## config.mk

```make
export PLATFORM = sky130hd
export DESIGN_NAME = motor_drive_ctrl
export DESIGN_NICKNAME = d
export VERILOG_FILES = /design/src/rtl/motor_drive_ctrl.sv
export SDC_FILE = /design/constraint.sdc
export NUM_CORES = 1
export LEC_CHECK = 0
export BUFFER_PORTS_ARGS = -buffer_cell sky130_fd_sc_hd__buf_2
export CAP_MARGIN = 20
export CORE_MARGIN = 3
export CORE_UTILIZATION = 65
export CTS_CLUSTER_SIZE = 40
export DETAILED_ROUTE_END_ITERATION = 6
export PLACE_DENSITY_LB_ADDON = 0.15
export SYNTH_ARGS = -nofsm -noshare
export SYNTH_HDL_FRONTEND = slang
export SYNTH_SLANG_ARGS = --single-unit
```

## constraint.sdc

```tcl
create_clock -name clk -period 6.65 [get_ports clk]
set_input_delay 0.9975 -clock clk [delete_from_list [all_inputs] [get_ports clk]]
set_output_delay 0.9975 -clock clk [all_outputs]
set_load 0.005 [all_outputs]
```

## src/rtl/motor_drive_ctrl.sv

```systemverilog
// motor_drive_ctrl: per-channel H-bridge drive for the rover motors.
// One shared PWM counter feeds every channel. Each channel has its own
// STOP/RUN/DEAD/FAULT state machine. A DEAD interval keeps both bridge
// legs off before any stop or polarity reversal completes. A filtered
// overcurrent input forces a timed FAULT hold-off.
module motor_drive_ctrl #(
  parameter int unsigned N_CH     = 2,
  parameter int unsigned PERIOD   = 32768,
  parameter int unsigned DUTY1    = 23550,
  parameter int unsigned DUTY2    = 26555,
  parameter int unsigned DEADTIME = 2000,
  parameter int unsigned OC_FILT  = 16,
  parameter int unsigned OC_HOLD  = 1000000
) (
  input  logic              clk,
  input  logic              rst_n,
  input  logic [2*N_CH-1:0] cmd_speed,
  input  logic [N_CH-1:0]   cmd_dir,
  input  logic [N_CH-1:0]   oc,
  output logic [N_CH-1:0]   pwm,
  output logic [N_CH-1:0]   fwd,
  output logic [N_CH-1:0]   rev,
  output logic [N_CH-1:0]   fault,
  output logic              pwm_wrap
);

  localparam int unsigned CW = $clog2(PERIOD);
  localparam int unsigned DW = CW + 1;
  localparam int unsigned FW = $clog2(OC_FILT + 1);

  localparam logic [CW-1:0] CNT_LAST  = CW'(PERIOD - 1);
  localparam logic [DW-1:0] DUTY_C1   = DW'(DUTY1);
  localparam logic [DW-1:0] DUTY_C2   = DW'(DUTY2);
  localparam logic [DW-1:0] DUTY_FULL = DW'(PERIOD);
  localparam logic [FW-1:0] FILT_FULL = FW'(OC_FILT);
  localparam logic [31:0]   DEAD_LOAD = 32'(DEADTIME - 1);
  localparam logic [31:0]   HOLD_LOAD = 32'(OC_HOLD - 1);

  typedef enum logic [3:0] {
    ST_STOP  = 4'b0001,
    ST_RUN   = 4'b0010,
    ST_DEAD  = 4'b0100,
    ST_FAULT = 4'b1000
  } state_e;

  // Speed code to high-cycle count; code 3 equals PERIOD so cnt < duty always holds.
  function automatic logic [DW-1:0] speed_to_duty(input logic [1:0] code);
    logic [DW-1:0] d;
    case (code)
      2'd1:    d = DUTY_C1;
      2'd2:    d = DUTY_C2;
      2'd3:    d = DUTY_FULL;
      default: d = '0;
    endcase
    return d;
  endfunction

  logic [CW-1:0]   cnt_q, cnt_d;
  logic            wrap;
  logic [N_CH-1:0] sync1_q, sync1_d;
  logic [N_CH-1:0] sync2_q, sync2_d;
  logic [FW-1:0]   filt_q  [N_CH];
  logic [FW-1:0]   filt_d  [N_CH];
  logic [N_CH-1:0] oc_det;
  state_e          state_q [N_CH];
  state_e          state_d [N_CH];
  logic [N_CH-1:0] dir_q, dir_d;
  logic [DW-1:0]   duty_q  [N_CH];
  logic [DW-1:0]   duty_d  [N_CH];
  logic [31:0]     timer_q [N_CH];
  logic [31:0]     timer_d [N_CH];
  logic [N_CH-1:0] pwm_q, pwm_d;

  // Shared period counter and overcurrent synchroniser / saturating filter.
  always_comb begin
    wrap    = (cnt_q == CNT_LAST);
    cnt_d   = wrap ? '0 : cnt_q + CW'(1);
    sync1_d = oc;
    sync2_d = sync1_q;
    for (int i = 0; i < N_CH; i++) begin
      if (!sync2_q[i]) begin
        filt_d[i] = '0;
      end else if (filt_q[i] != FILT_FULL) begin
        filt_d[i] = filt_q[i] + FW'(1);
      end else begin
        filt_d[i] = filt_q[i];
      end
      oc_det[i] = (filt_q[i] == FILT_FULL);
    end
  end

  // Per-channel state machine, duty reload and dead/fault timer.
  always_comb begin
    logic [1:0] spd;
    spd = '0;
    for (int i = 0; i < N_CH; i++) begin
      spd        = cmd_speed[2*i +: 2];
      state_d[i] = state_q[i];
      dir_d[i]   = dir_q[i];
      duty_d[i]  = duty_q[i];
      timer_d[i] = timer_q[i];
      case (state_q[i])
        ST_STOP: begin
          if (spd != 2'd0) begin
            state_d[i] = ST_RUN;
            dir_d[i]   = cmd_dir[i];
            duty_d[i]  = speed_to_duty(spd);
          end
        end
        ST_RUN: begin
          // Overcurrent outranks stop and reversal requests.
          if (oc_det[i]) begin
            state_d[i] = ST_FAULT;
            timer_d[i] = HOLD_LOAD;
          end else if ((spd == 2'd0) || (cmd_dir[i] != dir_q[i])) begin
            state_d[i] = ST_DEAD;
            timer_d[i] = DEAD_LOAD;
          end else if (wrap) begin
            // Reload only at period end so every RUN period is whole.
            duty_d[i] = speed_to_duty(spd);
          end
        end
        ST_DEAD: begin
          if (timer_q[i] == 32'd0) begin
            state_d[i] = ST_STOP;
          end else begin
            timer_d[i] = timer_q[i] - 32'd1;
          end
        end
        ST_FAULT: begin
          if (timer_q[i] != 32'd0) begin
            timer_d[i] = timer_q[i] - 32'd1;
          end else if (!oc_det[i]) begin
            state_d[i] = ST_STOP;
          end
        end
        default: state_d[i] = ST_STOP;
      endcase
      // The enable drops on the same edge the legs leave RUN, so the
      // bridge is never enabled while both legs are off.
      pwm_d[i] = (state_q[i] == ST_RUN) && (state_d[i] == ST_RUN) &&
                 ({1'b0, cnt_q} < duty_q[i]);
    end
  end

  // Leg and fault outputs decoded straight from the one-hot state register.
  always_comb begin
    for (int i = 0; i < N_CH; i++) begin
      fwd[i]   = (state_q[i] == ST_RUN) &&  dir_q[i];
      rev[i]   = (state_q[i] == ST_RUN) && !dir_q[i];
      fault[i] = (state_q[i] == ST_FAULT);
    end
    pwm      = pwm_q;
    pwm_wrap = wrap;
  end

  // State registers; reset forces every channel to STOP with outputs low at once.
  always_ff @(posedge clk or negedge rst_n) begin
    if (!rst_n) begin
      cnt_q   <= '0;
      sync1_q <= '0;
      sync2_q <= '0;
      dir_q   <= '0;
      pwm_q   <= '0;
      for (int i = 0; i < N_CH; i++) begin
        state_q[i] <= ST_STOP;
        duty_q[i]  <= '0;
        timer_q[i] <= '0;
        filt_q[i]  <= '0;
      end
    end else begin
      cnt_q   <= cnt_d;
      sync1_q <= sync1_d;
      sync2_q <= sync2_d;
      dir_q   <= dir_d;
      pwm_q   <= pwm_d;
      for (int i = 0; i < N_CH; i++) begin
        state_q[i] <= state_d[i];
        duty_q[i]  <= duty_d[i];
        timer_q[i] <= timer_d[i];
        filt_q[i]  <= filt_d[i];
      end
    end
  end

endmodule

```

# Yosys cells after proc, flatten, opt, wreduce, memory -nomap -nowiden
# Cells that the tools add are included.
[totals] input_bits=10 ff_bits=137
[op_classes] n_addsub=5 n_mux=41 n_eq_ne=39 magnitude_cmp=2 reduce_logical=30
[ops] op="two-way mux 32 bit" count=8
[ops] op="one-hot mux 32 bit (3 select lines)" count=2
[ops] op="two-way mux 16 bit" count=8
[ops] op="one-hot mux 16 bit (3 select lines)" count=2
[ops] op="logical NOT 32 bit" count=2
[ops] op="one-hot mux 16 bit (2 select lines)" count=2
[ops] op="nonzero test 32 bit" count=2
[ops] op="subtractor 32 x 1 -> 32 bit (second input constant)" count=2
[ops] op="two-way mux 4 bit" count=12
[ops] op="less-than comparator 15 x 16 -> 1 bit" count=2
[ops] op="one-hot mux 4 bit (4 select lines)" count=2
[ops] op="two-way mux 5 bit" count=4
[ops] op="!= test 2 bit (second input constant)" count=10
[ops] op="== test 4 x 2 -> 1 bit (second input constant)" count=4
[ops] op="adder 15 x 1 -> 15 bit (second input constant)" count=1
[ops] op="== test 15 bit (second input constant)" count=1
[ops] op="two-way mux 15 bit" count=1
[ops] op="adder 5 x 1 -> 5 bit (second input constant)" count=2
[ops] op="== test 5 bit (second input constant)" count=2
[ops] op="!= test 5 bit (second input constant)" count=2
[ops] op="AND reduction 5 bit" count=2
[ops] op="== test 2 bit (second input constant)" count=4
[ops] op="== test 4 x 1 -> 1 bit (second input constant)" count=2
[ops] op="== test 4 x 3 -> 1 bit (second input constant)" count=2
[ops] op="13 further kinds" count=36

# Longest topological paths before layout
# Gate-level depths: netlist (run 1).
[depth] ltp_word=8 mapped_depth=10 depth_no_buf=8

# Worst setup path before layout (run 1)
# Ideal clock, no wire load.
[synth_path] path_kind="input port to flip-flop" from="in cmd_speed[0]" to="reg timer_q[55] (netlist name)" path_stages=7 setup_slack_ps=4066 arrival_time_ps=2507 path_buffers=0 cell_sequence="inv_1 -> ha_1 -> nor2_1 -> a21oi_1 -> o211ai_2 -> or4b_1 -> a21oi_1"
[synth_via] elab_chain_cells=4
[synth_rtl] item="start: declaration" line="17" source="input logic [2*N_CH-1:0] cmd_speed,"
[synth_rtl] item="logical NOT 2 bit" line="115" source="end else if ((spd == 2'd0) || (cmd_dir[i] != dir_q[i])) begin"
[synth_rtl] item="logical OR 1 bit" line="115"
[synth_rtl] item="!= test 3 bit (no line)"
[synth_rtl] item="AND reduction 4 bit (no line)"
[synth_rtl] item="end signal: indexed assignment" line="180" source="timer_q[i] <= timer_d[i];"
[synth_rtl] item="end: declaration" line="70" source="logic [31:0] timer_q [N_CH];"
# Every way passes these cells.
# A chain may end at the register's enable or synchronous reset.

# Worst setup path after layout (run 1)
[layout_path] from="reg cnt_q[3]" to="out pwm_wrap"
[layout_via] elab_chain_cells=1
[layout_rtl] item="start: declaration" line="58" source="logic [CW-1:0] cnt_q, cnt_d;"
[layout_rtl] item="start signal: assignment" line="172" source="cnt_q <= cnt_d;"
[layout_rtl] item="== test 15 bit" line="76" source="wrap = (cnt_q == CNT_LAST);"
[layout_rtl] item="end: declaration" line="24" source="output logic pwm_wrap"
# Every way passes these cells.

==> impl_metrics.tcl, run 1 <==
set metrics [dict create \
    status "complete, no violations" \
    clock-skew-final_ns 0.00575 \
    ys_ff_latch 113 \
    regArea_mm2 0.00283 \
    ys_warn_count 0 \
    postPlaceCellArea_mm2 0.00692 \
    postLayoutCellArea_mm2 0.00749 \
    syn_nets 755 \
    place_congestion 0.866 \
    crit_chain "and3_1, and3_1, nand3_1, nor3_1, buf_2" \
    grt_use_total_pct 27.6 \
    dr.pass1.iters 5 \
    post_cts.repair.setup_buffers 0 \
    clk_latency_ns 0.53 \
    startpoint "cnt_q[3]" \
    yosys.area.top_type "dfrtp_1" \
    post-route-drc-count 0 \
    worst_slew_pin_slew_ns 0.819 \
    cp.arrival_ns 2.05 \
    crit_slowest_cell "dfrtp_1" \
    die_area_mm2 0.0116 \
    hold_violations 0 \
    final_common_cell "dfrtp_1" \
    ant_nets 0 \
    cts_resized 0 \
    vias_per_cell 6.32 \
    crit_path_end_kind "primary output" \
    syn_avg_cell_area_um2 9.56 \
    setup-tns-final_ns 0 \
    cts_tree "done" \
    async_reset_ff_share_pct 100 \
    mostFrequentLayoutCells "111 x dfrtp_1, 95 x nor2_1, 43 x ha_1" \
    dp_cells 839 \
    finalWirelength_um 14700 \
    sw_frac_of_total_pct 35.5 \
    drtIter0Drc 386 \
    cts_root_buffer "clkbuf_8" \
    drive_gt1_share_pct 13.7 \
    fin_crit_sh_pct 45.9 \
    final-setup-viol-count 0 \
    antenna_found_initial 0 \
    io_buffers 18 \
    slew_violations 0 \
    vias 5508 \
    synth.area.top_cells "dfrtp_1 41%, ha_1 8.0%, nor2_1 5.3%" \
    fin_cells 871 \
    worst_r2r_startpoint "timer_q[32]" \
    cap_violations 0 \
    synth_edf_count 0 \
    timing.rr.end "timer_q[63]" \
    die_w_um 108 \
    numCtsBuffers 17 \
    fillers 690 \
    path_clk_slew_ns 0.06 \
    syn_area_mm2 0.00671 \
    crit_top_cell "and3_1" \
    min_period_ns 3.05 \
    antenna_cells 0 \
    hp-class "flop to flop" \
    slew-limit-headroom_pct 44.7 \
    grt_pass1_wl_um 25400 \
    cts.htree.levels 4 \
    syn_inst 702 \
    multi_input_area_mm2 0.00370 \
    power.switching_w 0.000920 \
    clkSinkCount 113 \
    cts_hold_buf 0 \
    nNetsFinal 778 \
    num_rows 36 \
    power_density_mw_per_mm2 346 \
    rsz0062_at_grt "no" \
    ff2ff_setup_slack_ns 3.87 \
    path_class "flop to primary output" \
    cts_buffer_depth 2 \
    wire_per_inst_um 16.9 \
    grt_max_degree 62 \
    fin_util_pct 75.6 \
    ios 19 \
    grt_overflow 0 \
    start_kind "flop" \
    synth_ff_type "dfrtp_1" \
    ir_drop_mv 0.240 \
    synth_top_area_share_pct 41.4 \
    comb_power_share_pct 28.5 \
    rr_worst_depth 8 \
    start_util_pct 67.7 \
    clkPwrFrac_pct 33.5 \
    crit_fanout 6 \
    power_leakage_nw 3.47 \
    seqPwrFrac_pct 38.0 \
    max_freq_mhz 328 \
    ys_types 72 \
    grt_pass1_vias 5516 \
    required_ns 5.65 \
    crit_end "pwm_wrap" \
    max_stage_delay_ns 0.45 \
    p_int_w 0.00167 \
    die_height_um 108 \
    floorplan.core_area_mm2 0.00991 \
    area_growth_pct 11.7 \
    dpl.hpwl_um 9830 \
    yosysSeqAreaShare_pct 42.2 \
]
-- flip-flops by register name (all words and copies together), names as in the netlist --
register,count
cnt_q,15
dir_q,2
duty_q,8
filt_q,10
pwm,2
state_q,8
sync1_q,2
sync2_q,2
timer_q,64
-- power groups by stage --
stage	Clock [W]	Combinational (W)	Sequential, W
after floorplan	0	0.000586	0.000945
after global placement	0	0.000684	0.000978
after detailed placement	0	0.000724	0.000988
after CTS	0.000878	0.000736	0.000979
after global routing	0.000907	0.000831	0.00101
final	0.000866	0.000738	0.000985
-- worst min path at each step --
stage	from	end	slack, ns	cells past startpoint
2_1_floorplan	sync1_q[0]	sync2_q[0]	0.33	0
3_3_place_gp	sync1_q[1]	sync2_q[1]	0.34	0
3_5_place_dp	sync1_q[1]	sync2_q[1]	0.35	0
4_1_cts	sync1_q[1]	sync2_q[1]	0.36	0
5_1_grt	sync1_q[1]	sync2_q[1]	0.36	0
6_report	sync1_q[1]	sync2_q[1]	0.36	0
-- cell usage after synthesis, drive strengths merged, types with 9 or more instances --
cell / n
a21o: 9
a21oi: 38
a31oi: 13
and2: 10
and3: 12
buf: 9
clkbuf: 12
dfrtp: 111
ha: 43
inv: 22
mux2: 9
nand2: 36
nand3: 29
nor2: 98
nor3: 24
nor4: 15
o21ai: 45
or3: 13
or4: 13
xnor2: 16
xor2: 32
-- critical path, delay by kind of cell (launching register included) --
family / cells / cell delay, ns
flip-flops: 1 / 0.45
AND/OR/NAND/NOR: 4 / 0.90
buffers and inverters: 1 / 0.17
-- through the flow --
step | setup WS (ns) | total power (W) | hold slack, ns
after floorplan | 4.07 | 0.00153 | 0.331
after global placement | 3.68 | 0.00166 | 0.338
after detailed placement | 3.62 | 0.00171 | 0.345
after CTS | 3.56 | 0.00259 | 0.360
after global routing | 3.48 | 0.00274 | 0.364
final | 3.60 | 0.00259 | 0.357
-- per-layer routing --
metal	track usage (%)	up-vias	routed length [um]
li1	-	2603	-
met5	0	-	0
met4	13.7	0	367
met1	34.3	2705	6320
met2	44.8	159	7310
met3	6.78	41	712
-- final cells by class --
class                      count  share of cell area (%)
sequential                   113                    37.8
multi-input combinational    546                    49.4
tap                          133                    2.22
clock buffer                  18                    5.71
timing repair buffer          25                    1.94
clock inverter                14                    1.89
inverter                      22                    1.10
-- logic make-up (layout without fill, tap and decap cells) --
group                    count (synthesis)  after routing  synth area share, %
buffers and inverters                   43             79                 2.70
adder cells (fa/ha/maj)                 43             43                 8.02
AO/OA/AOI/OAI                          151            151                 14.3
AND/OR/NAND/NOR                        294            294                 24.9
multiplexers                            10             10                 1.66
flip-flops                             113            113                 42.2
XOR/XNOR                                48             48                 6.27
No activity file was read; power rests on OpenSTA's default activity.
==> inputs of run 2 (changes only) <==
Settings changed: ABC_AREA set to 1, CORE_UTILIZATION 65 to 58.
Clock period 6.65 ns to 2.6 ns, I/O delays scaled along.
==> run 2 against run 1 <==
Against the previous run: critical path depth up 3; synthesized cell count up 55%; clock power rose to 2.8 times the previous value; register-to-register slack worse by 3.4 ns; design area up 16%; non-clock buffer count unchanged; clock-buffer cell count up 2; utilization down 8.4 points; sequential power up 150%; die area up 28%; cell count up 49%; critical path type unchanged; highest routed layer unchanged.
==> impl_metrics.tcl, run 2 <==
set metrics [dict create \
    status "complete, no violations" \
    hold_violations 0 \
    final_common_cell "nand2_1" \
    vias 6916 \
    syn_inst 1085 \
    ios 19 \
    wire_per_inst_um 13.3 \
    final-setup-viol-count 0 \
    setup-tns-final_ns 0 \
    grt_pass1_vias 6360 \
    numCtsBuffers 17 \
    post-route-drc-count 0 \
    grt_max_degree 47 \
    grt_pass1_wl_um 29600 \
    path_class "flop to primary output" \
    cap_violations 0 \
    slew-limit-headroom_pct 62.5 \
    clkSinkCount 113 \
    syn_area_mm2 0.00780 \
    yosys.area.top_type "dfrtp_1" \
    floorplan.core_area_mm2 0.0129 \
    area_growth_pct 11.0 \
    ys_warn_count 0 \
    die_area_mm2 0.0149 \
    start_kind "flop" \
    antenna_found_initial 0 \
    cts.htree.levels 4 \
    power_leakage_nw 4.53 \
    yosysSeqAreaShare_pct 36.3 \
    finalWirelength_um 17300 \
    multi_input_area_mm2 0.00440 \
    die_w_um 122 \
    slew_violations 0 \
    syn_avg_cell_area_um2 7.19 \
    mostFrequentLayoutCells "308 x nand2_1, 174 x nor2_1, 111 x dfrtp_1" \
    fillers 1089 \
    crit_path_end_kind "primary output" \
    synth_edf_count 0 \
    antenna_cells 0 \
    drtIter0Drc 616 \
    synth.most_common_cell "nand2_1" \
    largestRegisters "timer_q: 64 flops, cnt_q: 15 flops, filt_q: 10 flops" \
    dpl.hpwl_um 12500 \
    synth_common_cells "308 x nand2_1, 175 x nor2_1, 111 x dfrtp_1, 108 x inv_1, 96 x nand3_1" \
    start_util_pct 60.6 \
    clk_latency_ns 0.42 \
    ys_ff_latch 113 \
    io_buffers 18 \
    max_flop_register "timer_q" \
    synth_ff_type "dfrtp_1" \
    grt_use_total_pct 25.0 \
    regArea_mm2 0.00283 \
    power_density_mw_per_mm2 911 \
    syn_nets 1138 \
    die_height_um 122 \
    min_period_ns 2.28 \
    fin_crit_sh_pct 87.5 \
    synth_top_area_share_pct 35.6 \
    required_ns 2.21 \
    rsz0062_at_grt "no" \
    dr.pass1.iters 7 \
    cts_root_buffer "clkbuf_16" \
    async_reset_ff_share_pct 100 \
    cts_buffer_depth 2 \
    num_rows 41 \
    grt_overflow 0 \
    place_congestion 0.939 \
    max_freq_mhz 439 \
    path_clk_slew_ns 0.06 \
    ys_types 42 \
    whs_ns 0.0739 \
    clock-skew-final_ns 0.0102 \
    crit_fanout 5 \
    ant_nets 0 \
    ir_drop_mv 0.751 \
    largest_reg_flops 64 \
    worst_slew_pin_slew_ns 0.560 \
    cts_tree "done" \
    drive_gt1_share_pct 11.5 \
    synth.area.top_cells "dfrtp_1 36%, nand2_1 15%, nor2_1 8.4%" \
    vias_per_cell 5.32 \
    nNetsFinal 1167 \
    cp.arrival_ns 1.89 \
    hp-class "input pin to flop" \
]
## run 2: final timing paths
| check | endpoint | slack, ns | cells after the start | from |
|---|---|---|---|---|
| setup / recovery | pwm_wrap | 0.32 | 8 | cnt_q[0] |
| hold / removal | sync1_q[0] | 0.07 | 1 | oc[0] |
| setup reg to reg | timer_q[47] | 0.46 | 11 | timer_q[32] |
| hold reg to reg | sync2_q[0] | 0.35 | 0 | sync1_q[0] |
| max in group asynchronous | state_q[0] | 1.44 | 3 | rst_n |
| min in group asynchronous | sync2_q[0] | 0.48 | 2 | rst_n |
## run 2: worst max-delay path: stages (launching register included)
cell and delay (ns):
dfrtp_1 0.41, ha_1 0.21, nand2_1 0.07, nor2_2 0.14, nand4_1 0.14, nor2_1 0.15, nand4_1 0.12, nor2_1 0.10
buf_2 0.12
## run 2: area by class of cell
class                           count  share of cell area [%]
Clock inverter                     12                    1.81
Inverter                          113                    4.93
Sequential cell                   113                    32.7
Timing Repair Buffer               25                    1.99
Clock buffer                       20                    5.27
Multi-Input combinational cell    844                    50.8
Tap cell                          172                    2.49
## run 2: metrics by stage
stage               std cells  worst slack, ns  util [%]  total power [W]  instance area [um^2]
detailed placement       1266            0.474      62.4          0.00545                  8030
finish                   1299            0.324      67.3          0.00789                  8660
global route             1299           0.0708      67.3          0.00850                  8660
floorplan                1085            0.857         -          0.00490                  7800
CTS                      1299            0.240      67.2          0.00792                  8660
global placement         1266            0.574      62.4          0.00538                  8030
## run 2: logic make-up after synthesis
family	count (synthesis)	synth area share, %
AND/OR/NAND/NOR	666	37.8
buffers and inverters	128	7.30
flip-flops	113	36.3
AO/OA/AOI/OAI	106	8.41
adder cells (fa/ha/maj)	43	6.90
XOR/XNOR	29	3.26
## run 2: what timing repair did
action,in CTS,in global routing
setup endpoints to repair,0,1
gates resized for setup,0,1
buffers inserted,0,0
hold buffers,1,0
hold endpoints to repair,36,0
## run 2: layer usage
metal  share of wire (%)  GRT usage [%]  vias up
met4                 1.2           6.86        0
met3                 5.5           5.94       17
met2                  46           40.7      160
li1                    -              -     3551
met5                   0              0        -
met1                  47           33.5     3188
## run 2: power by group
group	switching [W]	internal (W)
sequential	0.000338	0.00209
combinational	0.00211	0.000934
clock	0.000855	0.00156
total	0.00330	0.00459
